[src/rtl/pipe_pkg.sv]
// Shared types and constants for the elastic pipeline register chain.
package pipe_pkg;

    typedef enum logic {
        PASS = 1'b0,
        HOLD = 1'b1
    } skid_state_t;

    // addi x0, x0, 0: the canonical RV32I no-op used as a bubble payload
    localparam logic [31:0] RV_NOP = 32'h0000_0013;

    function automatic int cnt_width(input int stages);
        return $clog2(stages + 2);
    endfunction

endpackage

[src/rtl/pipe_slice.sv]
// One valid+data register slice of the elastic chain.
// Latency: 1 cycle from load to output.
// Backpressure: holds contents whenever load is low; flush clears valid.
module pipe_slice #(
    parameter int WIDTH = 64
) (
    input  logic             clk,
    input  logic             rst_n,
    input  logic             load,
    input  logic             flush,
    input  logic             in_valid,
    input  logic [WIDTH-1:0] in_data,
    output logic             valid,
    output logic [WIDTH-1:0] data
);

    always_ff @(posedge clk or negedge rst_n) begin
        if (!rst_n) begin
            valid <= 1'b0;
        end else if (flush) begin
            valid <= 1'b0;
        end else if (load) begin
            valid <= in_valid;
        end
    end

    // payload is qualified by valid, so it needs no reset
    always_ff @(posedge clk) begin
        if (load) begin
            data <= in_data;
        end
    end

endmodule

[src/rtl/elastic_pipe.sv]
// Elastic valid/ready register chain of STAGES slices with optional input skid.
// Latency: STAGES cycles from accept to out_valid; skid adds none while passing.
// Backpressure: stalled slices hold, empty slices still load; in_ready drops when full.
module elastic_pipe
    import pipe_pkg::*;
#(
    parameter int               WIDTH  = 64,
    parameter int               STAGES = 1,
    parameter bit               SKID   = 1'b1,
    parameter logic [WIDTH-1:0] BUBBLE = '0
) (
    input  logic                            clk,
    input  logic                            rst_n,
    input  logic                            in_valid,
    output logic                            in_ready,
    input  logic [WIDTH-1:0]                in_data,
    output logic                            out_valid,
    input  logic                            out_ready,
    output logic [WIDTH-1:0]                out_data,
    input  logic                            flush,
    output logic [cnt_width(STAGES)-1:0]    count
);

    localparam int CW = cnt_width(STAGES);

    logic [STAGES-1:0] vld;
    logic [STAGES:0]   rdy;
    logic [WIDTH-1:0]  dat [STAGES];
    logic              s0_vld;
    logic [WIDTH-1:0]  s0_dat;
    logic              in_xfer;
    logic              out_xfer;

    // a slice can load if it is empty or its successor is taking its entry
    always_comb begin
        rdy[STAGES] = out_ready;
        for (int i = STAGES - 1; i >= 0; i--) begin
            rdy[i] = ~vld[i] | rdy[i+1];
        end
    end

    for (genvar i = 0; i < STAGES; i++) begin : g_slice
        if (i == 0) begin : g_head
            pipe_slice #(.WIDTH(WIDTH)) u_slice (
                .clk      (clk),
                .rst_n    (rst_n),
                .load     (rdy[0]),
                .flush    (flush),
                .in_valid (s0_vld),
                .in_data  (s0_dat),
                .valid    (vld[0]),
                .data     (dat[0])
            );
        end else begin : g_body
            pipe_slice #(.WIDTH(WIDTH)) u_slice (
                .clk      (clk),
                .rst_n    (rst_n),
                .load     (rdy[i]),
                .flush    (flush),
                .in_valid (vld[i-1]),
                .in_data  (dat[i-1]),
                .valid    (vld[i]),
                .data     (dat[i])
            );
        end
    end

    assign in_xfer = in_valid & in_ready;

    if (SKID) begin : g_skid
        skid_state_t      state_q;
        skid_state_t      state_d;
        logic [WIDTH-1:0] skid_q;

        // registered ready: only the skid state and flush reach in_ready
        assign in_ready = (state_q == PASS) & ~flush;

        always_ff @(posedge clk or negedge rst_n) begin
            if (!rst_n) begin
                state_q <= PASS;
            end else if (flush) begin
                state_q <= PASS;
            end else begin
                state_q <= state_d;
            end
        end

        always_ff @(posedge clk) begin
            if (state_q == PASS && in_xfer && !rdy[0]) begin
                skid_q <= in_data;
            end
        end

        always_comb begin
            state_d = state_q;
            s0_vld  = in_xfer;
            s0_dat  = in_data;
            case (state_q)
                PASS: begin
                    if (in_xfer && !rdy[0]) begin
                        state_d = HOLD;
                    end
                end
                HOLD: begin
                    s0_vld = 1'b1;
                    s0_dat = skid_q;
                    if (rdy[0]) begin
                        state_d = PASS;
                    end
                end
                default: state_d = PASS;
            endcase
        end
    end else begin : g_noskid
        assign in_ready = rdy[0] & ~flush;
        assign s0_vld   = in_xfer;
        assign s0_dat   = in_data;
    end

    assign out_valid = vld[STAGES-1] & ~flush;
    assign out_data  = out_valid ? dat[STAGES-1] : BUBBLE;
    assign out_xfer  = out_valid & out_ready;

    always_ff @(posedge clk or negedge rst_n) begin
        if (!rst_n) begin
            count <= '0;
        end else if (flush) begin
            count <= '0;
        end else begin
            count <= count + CW'(in_xfer) - CW'(out_xfer);
        end
    end

endmodule
[config.mk]
export PLATFORM = sky130hd
export DESIGN_NAME = elastic_pipe
export DESIGN_NICKNAME = d
export VERILOG_FILES = /design/src/rtl/pipe_pkg.sv /design/src/rtl/pipe_slice.sv /design/src/rtl/elastic_pipe.sv
export SDC_FILE = /design/constraint.sdc
export NUM_CORES = 1
export LEC_CHECK = 0
export BUFFER_PORTS_ARGS = -buffer_cell sky130_fd_sc_hd__buf_2
export CAP_MARGIN = 20
export CORE_MARGIN = 2
export CORE_UTILIZATION = 49
export CTS_BUF_LIST = sky130_fd_sc_hd__clkbuf_8
export CTS_CLUSTER_SIZE = 10
export DETAILED_ROUTE_END_ITERATION = 8
export PLACE_DENSITY = 0.78
export RECOVER_POWER = 25
export SYNTH_ARGS = -nofsm -noshare
export SYNTH_HDL_FRONTEND = slang
export SYNTH_SLANG_ARGS = --single-unit
[constraint.sdc]
create_clock -name clk -period 5.43 [get_ports clk]
set_input_delay 1.3575 -clock clk [delete_from_list [all_inputs] [get_ports clk]]
set_output_delay 1.3575 -clock clk [all_outputs]
set_load 0.05 [all_outputs]
Yosys cells after proc, flatten, opt, wreduce, memory -nomap -nowiden:

Cells that the tools add are included.

* word-level logic and storage cells: 30
* input port bits: 69
* bits in registers: 132
* output and inout bits: 68

* bitwise operators: 8
* reduce and logical (&&, ||, !) cells: 5
* muxes and demuxes: 10
* $add $sub $neg: 2

Operators with widths (count)
* $mux 64: 2
* $mux 1: 6
* $and 1x1->1: 4
* $logic_and 1x1->1: 3
* $not 1->1: 3
* $add 2x1->2: 1
* $mux 2: 1
* $pmux 1 s2: 1
* $reduce_bool 2->1: 1
* $sub 2x1->2: 1
* $logic_not 1->1: 1
* $or 1x1->1: 1

Logic depth before layout (Yosys ltp):

Gate-level depths: netlist (run 1).

* depth in word-level cells: 7
* mapped depth: 8
* depth with buffers taken out: 7

Hierarchy:

Synthesis (run 1) repeated with hierarchy kept, for this count alone.

* cells, all modules: 293
* area, all modules: 5287.6 um^2

By module, submodules not included
* elastic_pipe: area an instance 3326.9 um^2, cells an instance 226, sequential area each 1996.9 um^2, instances 1
* pipe_slice: area an instance 1960.6 um^2, cells an instance 67, sequential area each 1946.9 um^2, instances 1

Worst setup path before layout (run 1):

No wires, ideal clock.

* path type: input to register
* from: input port out_ready
* to: register g_skid.skid_q[0], enable pin
* library setup time: 0.486 ns
* data required time: 4.944 ns
* arrival time: 5.775 ns
* setup slack: -0.831 ns
* path buffers: 0
* stages on the path: 2
* path through: nand2b_1 > nor2_1

* word-level cells in the longest chain between the ends: 3

RTL lines
* start: declaration: RTL line elastic_pipe.sv:18 `input logic out_ready,`
* $or 1x1->1: RTL line elastic_pipe.sv:38 `rdy[i] = ~vld[i] | rdy[i+1];`
* $logic_not 1->1: RTL line elastic_pipe.sv:89 `if (state_q == PASS && in_xfer && !rdy[0]) begin`
* $logic_and 1x1->1: RTL line elastic_pipe.sv:89
* end signal: assignment: RTL line elastic_pipe.sv:90 `skid_q <= in_data;`
* end: declaration: RTL line elastic_pipe.sv:73 `logic [WIDTH-1:0] skid_q;`

Every way passes these cells.
A chain may end at the register's enable or synchronous reset.

Worst setup path after layout (run 1):

* from: input port flush
* to: output port out_data[9]

* word-level cells in the longest chain between the ends: 3

RTL lines
* start: declaration: RTL line elastic_pipe.sv:20 `input logic flush,`
* $not 1->1: RTL line elastic_pipe.sv:120 `assign out_valid = vld[STAGES-1] & ~flush;`
* $and 1x1->1: RTL line elastic_pipe.sv:120
* $mux 64: RTL line elastic_pipe.sv:121 `assign out_data = out_valid ? dat[STAGES-1] : BUBBLE;`
* end: declaration: RTL line elastic_pipe.sv:19 `output logic [WIDTH-1:0] out_data,`

Every way passes these cells.

==> results of run 1 <==
final cells by class:
class,instances,area share
Inverter,1,0.000586
Clock inverter,15,0.0193
Sequential cell,132,0.616
Multi-Input combinational cell,142,0.195
Timing Repair Buffer,140,0.106
Tap cell,136,0.0266
Clock buffer,17,0.0365
cell usage after synthesis, drive strengths merged (2+ instances only):
cell	count
nor2b	2
dfrtp	4
and2	65
nor2	4
ha	2
buf	8
clkbuf	6
mux2	64
edfxtp	128
sequential cells by signal (all words and copies together), names as in the netlist:
signal                        flops
g_slice.g_head.u_slice.valid      1
count                             2
g_slice.g_head.u_slice.data      64
g_skid.state_q                    1
g_skid.skid_q                    64
through the flow:
stage	power, mW	hold WS (ns)	util	cells
after floorplan	1.33	0.523	-	289
after global placement	1.40	0.529	0.588	551
after detailed placement	1.40	0.531	0.588	551
after CTS	2.15	0.553	0.622	583
after global routing	2.20	0.558	0.618	583
final	2.12	0.550	0.618	583
layer usage:
metal / routed length [um] / vias to the layer above
met5: 0 / -
met4: 164 / 0
met3: 629 / 15
met2: 4840 / 92
met1: 4010 / 1396
li1: - / 1370
final timing paths:
check / end / slack [ns] / cells past startpoint
max: out_data[9] / 1.36 / 5
min: g_slice[0].g_head.u_slice.data[5]$_DFFE_PP_ / 0.55 / 1
max reg2reg: g_skid.skid_q[26]$_DFFE_PP_ / 2.30 / 4
min reg2reg: g_slice[0].g_head.u_slice.data[5]$_DFFE_PP_ / 0.55 / 1
max in group asynchronous: count[1]$_DFF_PN0_ / 4.49 / 1
min in group asynchronous: count[0]$_DFF_PN0_ / 0.75 / 1
power by group through the flow:
stage	combinational, mW	clock [mW]	sequential (mW)
2_1_floorplan	0.129	0	1.20
3_3_place_gp	0.194	0	1.20
3_5_place_dp	0.199	0	1.21
4_1_cts	0.199	0.769	1.18
5_1_grt	0.207	0.802	1.19
6_report	0.193	0.744	1.18
worst reg2reg max path, stage by stage (launching register included):
cell	delay, ns
dfrtp_1	0.89
buf_4	0.53
or3b_1	0.52
nor2_4	0.50
buf_12	0.34
cell families (layout without fill, tap and decap cells):
group                      Yosys count  count (layout)  share of synthesized area
DFF                                132             132                      0.750
and+or+nand+nor                     74              74                     0.0873
muxes                               64              64                      0.137
buffers and inverters               15             173                     0.0159
adders and majority gates            2               2                    0.00476
AOI/OAI and AO/OA                    1               1                   0.000951
xor gates and xnor gates             1               1                    0.00428
==> impl_metrics.toml, run 1 <==
[run]
drv_cap = 0

[yosys]
synthTopCellsByArea = "edfxtp_1 73%, mux2_2 14%, and2_1 7.7%"
avgSynthCellArea_sq_um = 18.2
synth_cells = 289
synth_edf_count = 128
synthArstFlopShare = 0.0303
synth_top_area_share = 0.731
ys_types = 19
synth_warnings = 0
synth_nets = 360
synthFlopType = "edfxtp_1"
ys_seq_area_frac = 0.750
synth_top_cell_by_area = "edfxtp_1"
netlist_area_sq_um = 5260
yosys_register_bits = 132

[final_layout]
final_area_sq_um = 6410
fillers = 802
final_common_cell = "edfxtp_1"
multi_input_area_sq_um = 1250
final_cell_mix = "128 x edfxtp_1, 101 x buf_2, 65 x and2_1"
diodes = 0
area_growth_pct = 21.8
seq_area_sq_um = 3940
nNetsFinal = 505
drive_above_1_share = 0.445

[placement]
dpl_cell_area_sq_um = 6090
post-place-ws_ns = 1.33
place.gp.congestion = 0.714
portBuffers = 136
hpwl_mm = 6.38

[global_route]
globalRouteMet2Util = 0.286
first_global_vias = 3026
track_usage = 0.175
gr-total-overflow = 0
use_met1 = 0.206
grt.met3_usage = 0.0726
grt_pass1_wl_mm = 14.9
grt_max_degree = 67
busiest_layer = "met2"
grt_antenna_before_repair = 0

[die]
fp.dieH_um = 108
dieArea_sq_um = 11600
die_x_um = 108
initial_core_util = 0.507
fp-row-count = 37
coreArea_sq_um = 10400
pin_count = 137

[timing]
final-hold-violation-count = 0
timing.final.ws_setup_ns = 1.36
setup_viol = 0
max_freq_mhz = 246
slew-limit-headroom = 0.0957
period_share = 0.749
fin_tns_setup_ns = 0
slew_viol_final = 0
fin_skew_ns = 0.00812
period_minus_slack_ns = 4.07
rsz0062_at_grt = "false"
worstMarginPinSlew_ns = 1.36

[drt]
drtPass1Iterations = 4
antenna_left = 0
wl_per_cell_um = 16.5
vias = 2873
wl_mm = 9.65
drtIter0Drc = 119
vias_per_cell = 4.93
drc = 0

[min_path]
hold_start = "g_skid.skid_q[5]$_DFFE_PP_"
holdCritPathClass = "flop to flop"

[critical_path]
end_kind = "output port"
critPathKind = "input pin to output port"
path_max_fanout = 27
slowest_stage = "nor2b_4"
crit_chain = "buf_2 -> nor2b_4 -> buf_4 -> and2_1 -> buf_2"
path_delay_family = "buffers and inverters"
critical_path_required_ns = 4.07
r2r_start = "g_skid.state_q$_DFF_PN0_"
critPathBufInv = 3
cp-startpoint = "flush"
crit_top_cell = "buf_2"
cp-start-kind = "input pin"
cpPeakStageDelay_ns = 0.44
worst_ep_arrival_time_ns = 2.71

[clock_network]
clock_sinks = 132
ctsRootBufferMaster = "clkbuf_8"
ctsResizeCount = 0
cts_setup_buffers = 0
path_clk_slew_ns = 0.06
cts_buffer_depth = 2
clk_latency_ns = 0.42
holdBufCountCts = 0
cts_buffers = 17
htree_num_levels = 4
cts_tree = "built"

[pwr]
p_switching_mw = 0.491
p_int_mw = 1.63
ir_drop_mv = 0.235
sequentialPowerShare = 0.558
sw_frac_of_total = 0.231
power_leakage_nw = 2.52
power.density_nw_per_um2 = 331
pwr-share-comb = 0.091
p_clk_frac = 0.351

[status]
status = "finished clean"
No activity file was read; power rests on OpenSTA's default activity.
==> run 2: changes to the inputs <==
Settings changed: ABC_AREA set to 1, CORE_UTILIZATION 49 to 50, PLACE_DENSITY 0.78 to 0.75.
Clock period 5.43 ns to 4.12 ns, I/O delays scaled along.
==> run 2 against run 1 <==
Compared with the run above:
- final area up 7.9%
- highest routed layer is now met5
- sequential cell count unchanged
- core utilization down 1.2 points
- worst setup slack worse by 0.75 ns
- synthesized area up 11%
- the flow now finishes with violations (capacitance limit, slew limit)
- critical path depth up 1
- hold slack worse by 0.11 ns
- power up 39%
- clock power up 41%
- via count up 29%
- critical path type unchanged
- combinational power up 72%
- sequential share of layout area down 4.5 points
==> impl_metrics.toml, run 2 <==
[status]
status = "finished, violations left"
violations = "capacitance limit, slew limit"

[yosys]
synthFlopType = "edfxtp_1"
netlist_top_cells_count = "199 x nand2_1, 128 x edfxtp_1, 72 x inv_1, 51 x nor2_4, 19 x nor2_1"
synthArstFlopShare = 0.0303
synth_top_area_share = 0.658
synth_warnings = 0
synth_top_cell_by_area = "edfxtp_1"
synthTopCellsByArea = "edfxtp_1 66%, nand2_1 13%, nor2_4 9.8%"
synth_edf_count = 128
synth_nets = 572
yosys_register_bits = 132
netlist_area_sq_um = 5840
ys_types = 16
ys_seq_area_frac = 0.675
yosysMostFrequentCell = "nand2_1"
synth_cells = 501
avgSynthCellArea_sq_um = 11.7

[timing]
worstMarginPinSlew_ns = 1.68
final-hold-violation-count = 0
fin_skew_ns = 0.0117
period_share = 0.852
period_minus_slack_ns = 3.51
slew-limit-headroom = -0.123
hold_slack_ns = 0.438
slew_viol_final = 65
fin_tns_setup_ns = 0
rsz0062_at_grt = "false"
setup_viol = 0
max_freq_mhz = 285

[placement]
place.gp.congestion = 0.767
hpwl_mm = 6.92
portBuffers = 136
placed_cells = 766

[final_layout]
diodes = 0
multi_input_area_sq_um = 1440
post-route-util = 0.606
seq_area_sq_um = 3950
final_cell_mix = "198 x nand2_1, 128 x edfxtp_1, 91 x buf_2"
fillers = 974
top_regs = "g_skid.skid_q (64), g_slice.g_head.u_slice.data (64), count (2)"
final_common_cell = "nand2_1"
area_growth_pct = 18.4
nNetsFinal = 714
stdcell_count = 799
drive_above_1_share = 0.271

[drt]
vias = 3707
antenna_left = 0
drtPass1Iterations = 4
vias_per_cell = 4.64
drc = 0
wl_mm = 10.9
drtIter0Drc = 178
wl_per_cell_um = 13.6

[clock_network]
clk_latency_ns = 0.43
htree_num_levels = 4
cts_setup_buffers = 0
path_clk_slew_ns = 0.07
cts_tree = "built"
cts_buffer_depth = 2
clock_sinks = 132
ctsResizeCount = 0
holdBufCountCts = 0
ctsRootBufferMaster = "clkbuf_8"
cts_buffers = 17

[pwr]
power.density_nw_per_um2 = 427
power_leakage_nw = 3.16
ir_drop_mv = 0.264
power.total_mw = 2.95

[die]
coreArea_sq_um = 11400
dieArea_sq_um = 12600
initial_core_util = 0.511
die_x_um = 112
fp.dieH_um = 112
fp-row-count = 39
pin_count = 137

[critical_path]
end_kind = "output port"
slowest_stage = "nor2_1"
critPathKind = "input pin to output port"
critPathBufInv = 4
reg2reg_slack_ns = 1.65
worst_ep_arrival_time_ns = 2.48
cp-start-kind = "input pin"
path_delay_family = "buffers and inverters"
path_max_fanout = 40
critical_path_required_ns = 3.09
crit_chain = "clkbuf_1 -> nor2_1 -> inv_6 -> buf_4 -> nor2_4 -> buf_2"
cpPeakStageDelay_ns = 0.33

[min_path]
holdCritPathClass = "input pin to asynchronous set/reset pin"

[global_route]
grt_pass1_wl_mm = 17.5
track_usage = 0.180
first_global_vias = 3706
grt_max_degree = 66
grt_antenna_before_repair = 1
gr-total-overflow = 0

[run]
drv_cap = 1
==> run 2: changes by cell type after synthesis, moves of 2 or more <==
cell      delta
buf_12       +5
clkbuf_2     -3
nor2_1      +15
inv_1       +71
mux2_2      -64
buf_4        -3
nand2_1    +199
buf_2        +9
and2_1      -65
clkbuf_1     -2
nor2_4      +51
==> run 2: worst paths after layout <==
| check | start | endpoint | depth (start not counted) |
|---|---|---|---|
| min reg2reg | g_skid.skid_q[34]$_DFFE_PP_ | g_slice[0].g_head.u_slice.data[34]$_DFFE_PP_ | 2 |
| max | flush | out_data[38] | 6 |
| max in group asynchronous | rst_n | g_skid.state_q$_DFF_PN0_ | 1 |
| max reg2reg | g_skid.state_q$_DFF_PN0_ | g_skid.skid_q[53]$_DFFE_PP_ | 4 |
| min in group clk | g_skid.skid_q[34]$_DFFE_PP_ | g_slice[0].g_head.u_slice.data[34]$_DFFE_PP_ | 2 |
| min | rst_n | count[0]$_DFF_PN0_ | 1 |
==> run 2: logic make-up (layout without fill, tap and decap cells) <==
family | count (synthesis) | count (layout) | synth area share
adder cells (fa/ha/maj) | 2 | 2 | 0.00428
flip-flops | 132 | 132 | 0.675
AND/OR/NAND/NOR | 270 | 270 | 0.239
buffers and inverters | 94 | 249 | 0.0784
AO/OA/AOI/OAI | 3 | 3 | 0.00257
==> run 2: through the flow <==
step / setup WS (ns) / instance area [sq um]
3_3_place_gp: 0.755 / 6590
3_5_place_dp: 0.728 / 6590
2_1_floorplan: 0.0127 / 5840
6_report: 0.611 / 6910
5_1_grt: 0.519 / 6910
4_1_cts: 0.728 / 6970
==> run 2: area by class of cell <==
type                            count  area share
Clock inverter                     15      0.0215
Tap cell                          143      0.0259
Multi-Input combinational cell    275       0.208
Clock buffer                       17      0.0338
Timing Repair Buffer              144      0.0999
Sequential cell                   132       0.571
Inverter                           73      0.0404
==> run 2: layer usage <==
layer | vias up | share of wire | GRT usage
met4 | 2 | 0.0072 | 0.0585
met5 | - | 0.0012 | 0
met1 | 1709 | 0.43 | 0.221
met3 | 9 | 0.071 | 0.0637
met2 | 143 | 0.49 | 0.302
li1 | 1844 | - | -
==> run 2: where the power goes <==
group          internal [mW]  switching (mW)  total [mW]
clock                  0.581           0.470        1.05
combinational         0.0815           0.250       0.331
sequential              1.55          0.0182        1.57
total                   2.21           0.738        2.95
